`config.mk`:
```
export PLATFORM = sky130hd
export DESIGN_NAME = arch_state_dumper
export DESIGN_NICKNAME = d
export VERILOG_FILES = /design/src/rtl/arch_state_dumper.sv
export SDC_FILE = /design/constraint.sdc
export NUM_CORES = 1
export LEC_CHECK = 0
export ABC_AREA = 1
export BUFFER_PORTS_ARGS = -buffer_cell sky130_fd_sc_hd__buf_4
export CAP_MARGIN = 20
export CORE_ASPECT_RATIO = 1.1
export CORE_MARGIN = 8
export CORE_UTILIZATION = 45
export CTS_CLUSTER_DIAMETER = 50
export DETAILED_ROUTE_END_ITERATION = 16
export GPL_ROUTABILITY_DRIVEN = 0
export HOLD_SLACK_MARGIN = 0.02
export PLACE_DENSITY = 0.67
export SLEW_MARGIN = 25
export SYNTH_ARGS = -nofsm -noshare
export SYNTH_HDL_FRONTEND = slang
export SYNTH_SLANG_ARGS = --single-unit
```
`constraint.sdc`:
```
create_clock -name clk -period 4.2 [get_ports clk]
set_clock_uncertainty 0.05 [all_clocks]
set_input_delay 0 -clock clk [delete_from_list [all_inputs] [get_ports clk]]
set_output_delay 0 -clock clk [all_outputs]
set_load 0.005 [all_outputs]
```
`src/rtl/arch_state_dumper.sv`:
```
// arch_state_dumper: end-of-test read-out engine. Walks every architectural
// register through the combinational register backdoor, then a wrapping
// window of data memory through the one-cycle-latency memory backdoor, and
// streams each word as {kind, idx, data} through a 2-entry output FIFO.
module arch_state_dumper #(
  parameter int REG_ADDR_W = 5,
  parameter int NUM_REGS   = 32,
  parameter int DMEM_AW    = 10
) (
  input  logic                  clk,
  input  logic                  rst,
  input  logic                  start,
  input  logic [DMEM_AW-1:0]    dmem_base,
  input  logic [DMEM_AW:0]      dmem_len,
  output logic                  busy,
  output logic                  done,
  output logic [REG_ADDR_W-1:0] tb_reg_rd_addr,
  input  logic [31:0]           tb_reg_rd_data,
  output logic                  tb_dmem_re,
  output logic [DMEM_AW-1:0]    tb_dmem_addr,
  input  logic [31:0]           tb_dmem_rdata,
  output logic                  out_valid,
  input  logic                  out_ready,
  output logic [31:0]           out_data,
  output logic                  out_kind,
  output logic [DMEM_AW-1:0]    out_idx
);

  typedef enum logic [1:0] {S_IDLE, S_REGS, S_MEM, S_DRAIN} state_t;

  state_t                r_state;
  state_t                w_state_nxt;
  logic [DMEM_AW-1:0]    r_base;
  logic [DMEM_AW:0]      r_len;
  logic [REG_ADDR_W-1:0] r_reg_idx;
  logic [DMEM_AW:0]      r_mem_idx;

  // Memory read issued last cycle; its data is on tb_dmem_rdata this cycle.
  logic                  r_inflight_p1;
  logic [DMEM_AW-1:0]    r_inflight_idx_p1;

  // Output FIFO: entry 0 is the head, entry 1 the tail slot.
  logic [1:0]            r_count;
  logic                  r_kind0, r_kind1;
  logic [DMEM_AW-1:0]    r_idx0, r_idx1;
  logic [31:0]           r_data0, r_data1;

  logic                  w_pop;
  logic [1:0]            w_occ_after_pop;
  logic [2:0]            w_used;
  logic                  w_credit1;
  logic                  w_credit2;
  logic                  w_reg_last;
  logic                  w_mem_last;
  logic                  w_reg_push;
  logic                  w_issue;
  logic                  w_done;
  logic                  w_push;
  logic                  w_push_kind;
  logic [DMEM_AW-1:0]    w_push_idx;
  logic [31:0]           w_push_data;

  // Credit: slots left after this cycle's pop, minus the word still in flight.
  always_comb begin
    w_pop           = (r_count != 2'd0) && out_ready;
    w_occ_after_pop = r_count - {1'b0, w_pop};
    w_used          = {1'b0, w_occ_after_pop} + {2'b00, r_inflight_p1};
    w_credit1       = (w_used <= 3'd1);
    w_credit2       = (w_used == 3'd0);
    w_reg_last      = (r_reg_idx == REG_ADDR_W'(NUM_REGS - 1));
    w_mem_last      = (r_mem_idx == (r_len - 1'b1));
  end

  // Next state and read strobes. On the last register push the first memory
  // read is issued alongside it when two slots are free, so the stream keeps
  // one word per cycle across the register-to-memory hand-over.
  always_comb begin
    w_state_nxt = r_state;
    w_reg_push  = 1'b0;
    w_issue     = 1'b0;
    w_done      = 1'b0;
    case (r_state)
      S_IDLE: begin
        if (start) w_state_nxt = S_REGS;
      end
      S_REGS: begin
        if (w_credit1) begin
          w_reg_push = 1'b1;
          if (w_reg_last) begin
            if (r_len == '0) begin
              w_state_nxt = S_DRAIN;
            end else if (w_credit2) begin
              w_issue     = 1'b1;
              w_state_nxt = w_mem_last ? S_DRAIN : S_MEM;
            end else begin
              w_state_nxt = S_MEM;
            end
          end
        end
      end
      S_MEM: begin
        if (w_credit1) begin
          w_issue = 1'b1;
          if (w_mem_last) w_state_nxt = S_DRAIN;
        end
      end
      S_DRAIN: begin
        if ((r_count == 2'd0) && !r_inflight_p1) begin
          w_done      = 1'b1;
          w_state_nxt = S_IDLE;
        end
      end
      default: w_state_nxt = S_IDLE;
    endcase
  end

  // FIFO write port: a landing memory word, else a register word.
  always_comb begin
    w_push      = w_reg_push | r_inflight_p1;
    w_push_kind = r_inflight_p1;
    w_push_idx  = r_inflight_p1 ? r_inflight_idx_p1 : DMEM_AW'(r_reg_idx);
    w_push_data = r_inflight_p1 ? tb_dmem_rdata : tb_reg_rd_data;
  end

  // Sequencer state, window latch, walk counters and in-flight tracking.
  always_ff @(posedge clk) begin
    if (rst) begin
      r_state           <= S_IDLE;
      r_base            <= '0;
      r_len             <= '0;
      r_reg_idx         <= '0;
      r_mem_idx         <= '0;
      r_inflight_p1     <= 1'b0;
      r_inflight_idx_p1 <= '0;
    end else begin
      r_state       <= w_state_nxt;
      r_inflight_p1 <= w_issue;
      if ((r_state == S_IDLE) && start) begin
        r_base    <= dmem_base;
        r_len     <= dmem_len;
        r_reg_idx <= '0;
        r_mem_idx <= '0;
      end
      if (w_reg_push && !w_reg_last) r_reg_idx <= r_reg_idx + 1'b1;
      if (w_issue) begin
        r_mem_idx         <= r_mem_idx + 1'b1;
        r_inflight_idx_p1 <= r_mem_idx[DMEM_AW-1:0];
      end
    end
  end

  // 2-entry FIFO; at most one push per cycle, credit guarantees no overflow.
  always_ff @(posedge clk) begin
    if (rst) begin
      r_count <= 2'd0;
      r_kind0 <= 1'b0;
      r_kind1 <= 1'b0;
      r_idx0  <= '0;
      r_idx1  <= '0;
      r_data0 <= '0;
      r_data1 <= '0;
    end else begin
      case ({w_push, w_pop})
        2'b11: begin
          if (r_count == 2'd1) begin
            r_kind0 <= w_push_kind;
            r_idx0  <= w_push_idx;
            r_data0 <= w_push_data;
          end else begin
            r_kind0 <= r_kind1;
            r_idx0  <= r_idx1;
            r_data0 <= r_data1;
            r_kind1 <= w_push_kind;
            r_idx1  <= w_push_idx;
            r_data1 <= w_push_data;
          end
        end
        2'b10: begin
          if (r_count == 2'd0) begin
            r_kind0 <= w_push_kind;
            r_idx0  <= w_push_idx;
            r_data0 <= w_push_data;
          end else begin
            r_kind1 <= w_push_kind;
            r_idx1  <= w_push_idx;
            r_data1 <= w_push_data;
          end
          r_count <= r_count + 2'd1;
        end
        2'b01: begin
          if (r_count == 2'd2) begin
            r_kind0 <= r_kind1;
            r_idx0  <= r_idx1;
            r_data0 <= r_data1;
          end
          r_count <= r_count - 2'd1;
        end
        default: ;
      endcase
    end
  end

  assign busy           = (r_state != S_IDLE);
  assign done           = w_done;
  assign tb_reg_rd_addr = r_reg_idx;
  assign tb_dmem_re     = w_issue;
  assign tb_dmem_addr   = r_base + r_mem_idx[DMEM_AW-1:0];
  assign out_valid      = (r_count != 2'd0);
  assign out_kind       = r_kind0;
  assign out_idx        = r_idx0;
  assign out_data       = r_data0;

endmodule

```
==> results of run 1 <==
-- cell type report --
class	count	share of cell area [%]
timing repair buffer	228	18.5
tap	234	2.86
clock inverter	12	0.967
antenna	1	0.0245
inverter	136	5.05
clock buffer	20	4.47
sequential	138	27.0
multi-input combinational	764	41.1
-- registers in the layout, summed over array words and instances (netlist names) --
name               count
out_data              32
r_data1               32
r_len                 11
r_mem_idx             11
out_idx               10
r_base                10
r_idx1                10
r_inflight_idx_p1     10
tb_reg_rd_addr         5
r_count                2
r_state                2
out_kind               1
r_inflight_p1          1
r_kind1                1
-- placed cells by master (no fill, tap or decap), types with 3 or more instances in the layout --
master and instances:
o21ai_0 152, nor2_4 3, o211ai_1 16, xor2_1 12
clkinv_2 8, nand2_1 160, clkbuf_16 17, buf_4 166
or2_2 33, a31oi_1 44, nand2_2 3, ha_1 30
a21oi_1 115, nor2_2 6, dfxtp_1 137, dlygate4sd3_1 60
o21ai_1 40, nor2_1 49, xnor2_1 5, inv_1 127
inv_2 6, nand3_1 21, nand4_1 5, o22ai_1 43
-- power groups by stage --
stage / combinational (uW) / clock [uW] / sequential, uW
after floorplan: 2370 / 0 / 1970
after global routing: 4050 / 1490 / 2040
after global placement: 3470 / 0 / 2000
after detailed placement: 3530 / 0 / 2010
after CTS: 3590 / 1440 / 1980
final: 3580 / 1410 / 1980
-- stage by stage --
step | power, uW | area, sq um | instances | util [%] | hold WS [ps]
CTS | 7010 | 10200 | 1532 | 60.3 | 25.4
global placement | 5470 | 9060 | 1440 | 53.4 | 202
finish | 6980 | 10200 | 1533 | 60.3 | 26.1
global route | 7580 | 10200 | 1533 | 60.3 | 33.6
floorplan | 4340 | 7760 | 1111 | - | 117
detailed placement | 5540 | 9060 | 1440 | 53.4 | 206
-- final timing paths --
check,start,endpoint
max,r_count[1],out_data[14]
min,tb_dmem_rdata[25],r_data1[25]
max reg2reg,r_count[1],out_data[14]
min reg2reg,r_inflight_idx_p1[4],r_inflight_idx_p1[4]
-- worst max-delay path: cells and delay by family, from the launching register on --
family	cells	cell delay [ps]
AO/OA/AOI/OAI	3	650
adder cells (fa/ha/maj)	5	1150
buffers and inverters	6	640
flip-flops	1	380
AND/OR/NAND/NOR	5	670
-- timing repair --
| item | CTS | global route |
|---|---|---|
| endpoints found under the hold margin | 66 | 0 |
| hold buffers | 60 | 0 |
| resized for setup | 0 | 2 |
| setup endpoints to repair | 0 | 8 |
-- per-layer routing --
layer / GRT usage [%] / wire (um) / up-vias
li1: - / - / 4123
met1: 24.9 / 9890 / 3611
met2: 34.5 / 10500 / 205
met3: 5.20 / 1300 / 27
met4: 6.45 / 345 / 0
met5: 0 / 0 / -
-- cell families (layout without fill, tap and decap cells) --
group                      after synthesis  in the layout  share of synthesized area (%)
adders and majority gates               31             31                           5.10
xor gates and xnor gates                17             17                           1.92
and+or+nand+nor                        289            289                           16.7
other                                    0              1                              0
buffers and inverters                  209            396                           10.3
DFF                                    138            138                           35.6
AOI/OAI and AO/OA                      427            427                           30.4
==> impl_metrics.tcl, run 1 <==
set metrics [dict create \
    grt_use_total_pct 20.4 \
    syn-instance-count 1111 \
    start_util_pct 45.7 \
    worstSetupPathType "flop to flop" \
    reg2reg_slack_ps 540 \
    cp_slowest_cell "dfxtp_1" \
    ys_types 45 \
    synthFlopType "dfxtp_1" \
    drive_above_1_share_pct 20.5 \
    p_clk_share_pct 20.2 \
    yosysMostFrequentCell "nand2_1" \
    die-area_sq_um 21700 \
    dr.first_iter.drc_count 483 \
    slew_viol_final 0 \
    antenna_found_initial 1 \
    root_buffer "clkbuf_16" \
    peakVddDrop_mv 0.474 \
    pwr_density_cell_nw_per_um2 683 \
    cts_sinks 138 \
    critical_path_required_ps 4490 \
    p_sw_share_pct 43.0 \
    yosys.area.top_type_share_pct 35.6 \
    rsz0062_at_grt "no" \
    p_int_uw 3980 \
    hold_path_depth 4 \
    yosys_warnings 0 \
    fin_crit_sh_pct 87.1 \
    hold_violations 0 \
    dp_hpwl_um 14600 \
    via_per_inst 5.20 \
    port_buffers 150 \
    cp.arrival_ps 3950 \
    routed_wl_um 22000 \
    async_reset_ff_share_pct 0 \
    max-clock-path-buffers 2 \
    vias 7966 \
    worst_slew_pin_slew_ps 909 \
    setup_slack_ps 543 \
    synth.area.top_cells "dfxtp_1 (36%), o21ai_0 (9.8%), nand2_1 (7.8%)" \
    synth_seq_cells 138 \
    synth_common_cells "nand2_1 (161), o21ai_0 (152), dfxtp_1 (138), inv_1 (128), a21oi_1 (115)" \
    post-route-min-period_ps 3660 \
    p_leak_uw 0.00426 \
    final-setup-viol-count 0 \
    multi_input_area_sq_um 4210 \
    nFillCells 1567 \
    ioPinCount 151 \
    ant_nets 0 \
    final_nets 1405 \
    power_switching_uw 3000 \
    cts_inserted_buffers 17 \
    firstDrtPassIters 5 \
    synth_area_sq_um 7760 \
    drc_errors 0 \
    syn_area_per_cell_sq_um 6.98 \
    worst_setup_path_end_kind "flop" \
    max_freq_mhz 273 \
    grt-ovfl-total 0 \
    hold_path.class "input pin to flop" \
    row_count 50 \
    die_x_um 141 \
    slowest_delay_ps 380 \
    synth-edff-count 0 \
    post_cts.repair.setup_buffers 0 \
    synth_area_leader_cell "dfxtp_1" \
    r2r.worst_path.cells 19 \
    grt_pass1_vias 7635 \
    cp_max_fo 64 \
    startpoint_type "flop" \
    crit_chain "inv_1 -> ha_1 -> nor2_1 -> ha_1 -> inv_1 -> ha_1 -> inv_1 -> ha_1 -> o31ai_1 -> nand2_1 -> inv_1 -> nor2_1 -> ha_1 -> inv_2 -> nor2_1 -> nor3b_4 -> buf_12 -> o21ai_0 -> a31oi_1" \
    slew_headroom_pct 39.3 \
    clkTransAtPathRegs_ps 60 \
    syn_nets 1231 \
    cts_tree "built" \
    core_region_area_sq_um 17000 \
    area_delta_synth_final_pct 31.8 \
    die_y_um 154 \
    route.detailed.wl_per_inst_um 14.3 \
    clk_latency_ps 420 \
    share_comb_of_total_power_pct 51.3 \
    seq_area_frac_synth_pct 35.6 \
    grt_pass1_wl_um 37100 \
    grt_max_degree 65 \
    final.setup.tns_ps 0 \
    pwr-share-seq_pct 28.4 \
    seq_area_sq_um 2760 \
    drv_cap 0 \
    crit_top_cell "ha_1" \
    status "finished, final reports clean" \
    pre_cts_ws_ps 401 \
    htreeDepth 4 \
]
No activity file was read; power rests on OpenSTA's default activity.
==> run 2, diff against run 1 <==
Settings changed: PLACE_DENSITY 0.67 to 0.68.
==> impl_metrics.tcl, run 2 (synthesis results as in run 1) <==
set metrics [dict create \
    worst_setup_path_end_kind "flop" \
    die-area_sq_um 21700 \
    grt_use_total_pct 20.8 \
    root_buffer "clkbuf_16" \
    via_per_inst 5.21 \
    clk_latency_ps 420 \
    dp_cells 1437 \
    start_util_pct 45.7 \
    hold_violations 0 \
    routed_wl_um 22300 \
    clkTransAtPathRegs_ps 60 \
    final_area_sq_um 10300 \
    startpoint_type "flop" \
    die_x_um 141 \
    top_usage_layer "met2" \
    final_nets 1406 \
    pwr_density_cell_nw_per_um2 683 \
    grt-ovfl-total 0 \
    nFillCells 1543 \
    met3_usage_pct 3.96 \
    final-setup-viol-count 0 \
    fin_crit_sh_pct 89.6 \
    fin_cells 1533 \
    final.setup.tns_ps 0 \
    slew_headroom_pct 40.7 \
    grt_pass1_wl_um 37600 \
    worst_slew_pin_slew_ps 884 \
    hold_path.class "input pin to flop" \
    vias 7981 \
    firstDrtPassIters 5 \
    core_region_area_sq_um 17000 \
    drv_cap 0 \
    row_count 50 \
    grt_max_degree 87 \
    slew_viol_final 0 \
    max-clock-path-buffers 2 \
    diodes 0 \
    htreeDepth 4 \
    ioPinCount 151 \
    cts_inserted_buffers 17 \
    grt_pass1_vias 7660 \
    cts_sinks 138 \
    route.detailed.wl_per_inst_um 14.5 \
    peakVddDrop_mv 0.414 \
    cp_max_fo 50 \
    p_leak_uw 0.00425 \
    cp.arrival_ps 4050 \
    post-route-min-period_ps 3770 \
    final_common_cell "buf_4" \
    critical_path_required_ps 4490 \
    ant_nets 0 \
    max_freq_mhz 266 \
    port_buffers 150 \
    worstSetupPathType "flop to flop" \
    die_y_um 154 \
    cts_tree "built" \
    antenna_found_initial 0 \
    drc_errors 0 \
    rsz0062_at_grt "no" \
    status "finished, final reports clean" \
    grt.met1_usage_pct 25.8 \
    drive_above_1_share_pct 20.3 \
    dr.first_iter.drc_count 541 \
    area_delta_synth_final_pct 32.3 \
    dpl_cell_area_sq_um 9040 \
    gr-usage-met2_pct 34.9 \
    dp_hpwl_um 14400 \
    final_cell_mix "buf_4 (163), nand2_1 (160), o21ai_0 (152)" \
]
run 2: area by class of cell:
cell class | count | area [sq um] | area share [%]
Multi-Input combinational cell | 764 | 4210 | 41.0
Sequential cell | 138 | 2760 | 26.9
Timing Repair Buffer | 229 | 1900 | 18.6
Inverter | 136 | 514 | 5.01
Clock buffer | 18 | 429 | 4.18
Tap cell | 234 | 293 | 2.85
Clock inverter | 14 | 148 | 1.44
run 2: power breakdown:
| part | internal [uW] | switching [uW] |
|---|---|---|
| clock network | 874 | 596 |
| logic | 1360 | 2200 |
| registers | 1740 | 235 |
run 2: what timing repair did:
item                       in CTS  in global routing
buffers inserted                0                  0
hold buffers                   64                  0
gates resized for setup         0                  2
hold endpoints to repair       73                  0
setup endpoints to repair       0                  2
run 2: through the flow:
step,power [uW],setup slack [ps],utilization (%),hold WS (ps)
CTS,7040,385,60.5,26.1
finish,7010,435,60.5,44.4
global route,7610,117,60.5,73.4
detailed placement,5480,412,53.3,209
global placement,5420,563,53.3,202
floorplan,4340,488,-,117
run 2: worst paths after layout:
check,depth (start not counted),endpoint,slack (ps),startpoint
worst max-delay path,19,out_data[13],430,r_count[1]
worst min-delay path,5,r_data1[1],40,tb_reg_rd_data[1]
worst max register to register,19,out_data[13],430,r_count[1]
worst min register to register,2,r_inflight_idx_p1[2],410,r_inflight_idx_p1[2]
run 2: layer usage:
layer  vias to the layer above  routed length [um]
met3                        27                1170
met1                      3606               10100
met4                         0                 431
met5                         -                   0
li1                       4127                   -
met2                       221               10600
run 2: worst max-delay path: stages, from the launching register on:
cell and delay [ps]:
dfxtp_1 370, inv_1 90, ha_1 210, nor2_1 140
ha_1 250, inv_1 60, ha_1 150, inv_1 60
ha_1 290, o31ai_2 340, nand2_1 170, inv_1 80
nor2_1 60, inv_1 110, ha_1 160, clkinv_2 290
buf_12 300, a21oi_1 150, o21ai_0 110, a31oi_1 210
==> run 3, diff against run 2 <==
Clock period 4.2 ns to 4.6 ns, I/O delays scaled along.
==> impl_metrics.tcl, run 3 (synthesis results as in run 1) <==
set metrics [dict create \
    diodes 0 \
    slowest_delay_ps 440 \
    dr.first_iter.drc_count 642 \
    fin_crit_sh_pct 87.1 \
    p_leak_uw 0.00427 \
    grt_pass1_vias 7563 \
    hold_path.class "input pin to flop" \
    slew_viol_final 0 \
    worst_slew_pin_slew_ps 953 \
    pwr_density_cell_nw_per_um2 632 \
    nFillCells 1556 \
    critPathTopFamily "adder cells" \
    dp_hpwl_um 14100 \
    clkTransAtPathRegs_ps 60 \
    final.setup.tns_ps 0 \
    crit_chain "inv_1 -> ha_1 -> nor2_1 -> ha_1 -> inv_1 -> ha_1 -> inv_1 -> ha_1 -> o31ai_1 -> nand2_1 -> inv_1 -> nor2_1 -> inv_1 -> ha_2 -> inv_2 -> buf_12 -> a21oi_1 -> o21ai_0 -> a31oi_1" \
    final_nets 1403 \
    cts_inserted_buffers 17 \
    status "finished, final reports clean" \
    hold_violations 0 \
    whs_ps 46.5 \
    clk_latency_ps 420 \
    cts_sinks 138 \
    firstDrtPassIters 5 \
    cp.arrival_ps 4300 \
    ioPinCount 151 \
    die_x_um 141 \
    grt_use_total_pct 20.4 \
    post-route-min-period_ps 4010 \
    rsz0062_at_grt "no" \
    ant_nets 0 \
    drive_above_1_share_pct 20.0 \
    final_common_cell "nand2_1" \
    routed_wl_um 22400 \
    grt-ovfl-total 0 \
    cp_max_fo 70 \
    critical_path_required_ps 4900 \
    seq_area_sq_um 2760 \
    crit_top_cell "inv_1" \
    vias 7996 \
    grt_pass1_wl_um 36900 \
    area_delta_synth_final_pct 32.8 \
    max-clock-path-buffers 2 \
    antenna_found_initial 0 \
    final-setup-viol-count 0 \
    port_buffers 150 \
    core_region_area_sq_um 17000 \
    worstSetupPathType "flop to flop" \
    multi_input_area_sq_um 4210 \
    worst_setup_path_end_kind "flop" \
    final_cell_mix "nand2_1 (160), buf_4 (159), o21ai_0 (152)" \
    htreeDepth 4 \
    drv_cap 0 \
    die_y_um 154 \
    cts_tree "built" \
    max_freq_mhz 250 \
    row_count 50 \
    cp_slowest_cell "ha_2" \
    grt_max_degree 87 \
    route.detailed.wl_per_inst_um 14.6 \
    peakVddDrop_mv 0.463 \
    drc_errors 0 \
    die-area_sq_um 21700 \
    slew_headroom_pct 36.4 \
    via_per_inst 5.23 \
    startpoint_type "flop" \
    root_buffer "clkbuf_16" \
    post-route-util_pct 60.8 \
    start_util_pct 45.7 \
    cp_num_buf_inv 7 \
]
==> run 3: cell count changes in the layout (fill, tap and decap cells not counted), sizes merged <==
cell	previous run	this run
clkinvlp	5	1
buf	165	161
bufinv	2	4
clkbuf	18	22
dlygate4sd3	64	65
clkinv	7	5
==> run 3: final cells by class <==
type	instances	area share, %
multi-input cells	764	40.8
flip-flops and latches	138	26.8
repair buffers	226	18.3
inverters	136	4.99
clock buffers	22	4.60
well taps	234	2.84
clock inverters	10	1.59
==> run 3: final timing paths <==
path,startpoint,end,slack [ps],depth (start not counted)
worst max register to register,r_count[1],out_data[7],590,19
worst min-delay path,tb_reg_rd_data[29],r_data1[29],50,5
worst min register to register,r_inflight_idx_p1[4],r_inflight_idx_p1[4],410,2
worst max-delay path,r_count[1],out_data[7],590,19
==> run 3: power by group <==
group          internal (uW)  total [uW]  switching (uW)
Clock                    952        1480             529
Combinational           1230        3220            1990
Sequential              1590        1810             215
==> run 3: tightest hold or removal path, stage by stage <==
cell     delay [ps]
buf_4            70
o21ai_0         110
inv_1            90
o21ai_0          70
a21oi_1         140
==> run 3: timing repair <==
action                                 in CTS  in global routing
endpoints found under the hold margin      77                  0
resized for setup                           0                  1
hold buffers                               65                  0
setup endpoints to repair                   0                 27
buffers inserted                            0                  0
==> run 3: per-stage QoR <==
| step | setup WS, ps | cells | cell area (sq um) | power (uW) |
|---|---|---|---|---|
| after floorplan | 888 | 1111 | 7760 | 3960 |
| after global placement | 592 | 1433 | 9010 | 4920 |
| after detailed placement | 393 | 1433 | 9010 | 4970 |
| after CTS | 369 | 1530 | 10300 | 6530 |
| after global routing | 115 | 1530 | 10300 | 7020 |
| final | 594 | 1530 | 10300 | 6510 |
==> run 3: routing by layer <==
layer | GRT usage [%] | part of all wire [%]
met5 | 0 | 0
met4 | 7.02 | 1.7
met3 | 4.65 | 5.7
met2 | 34.6 | 48
met1 | 24.9 | 45
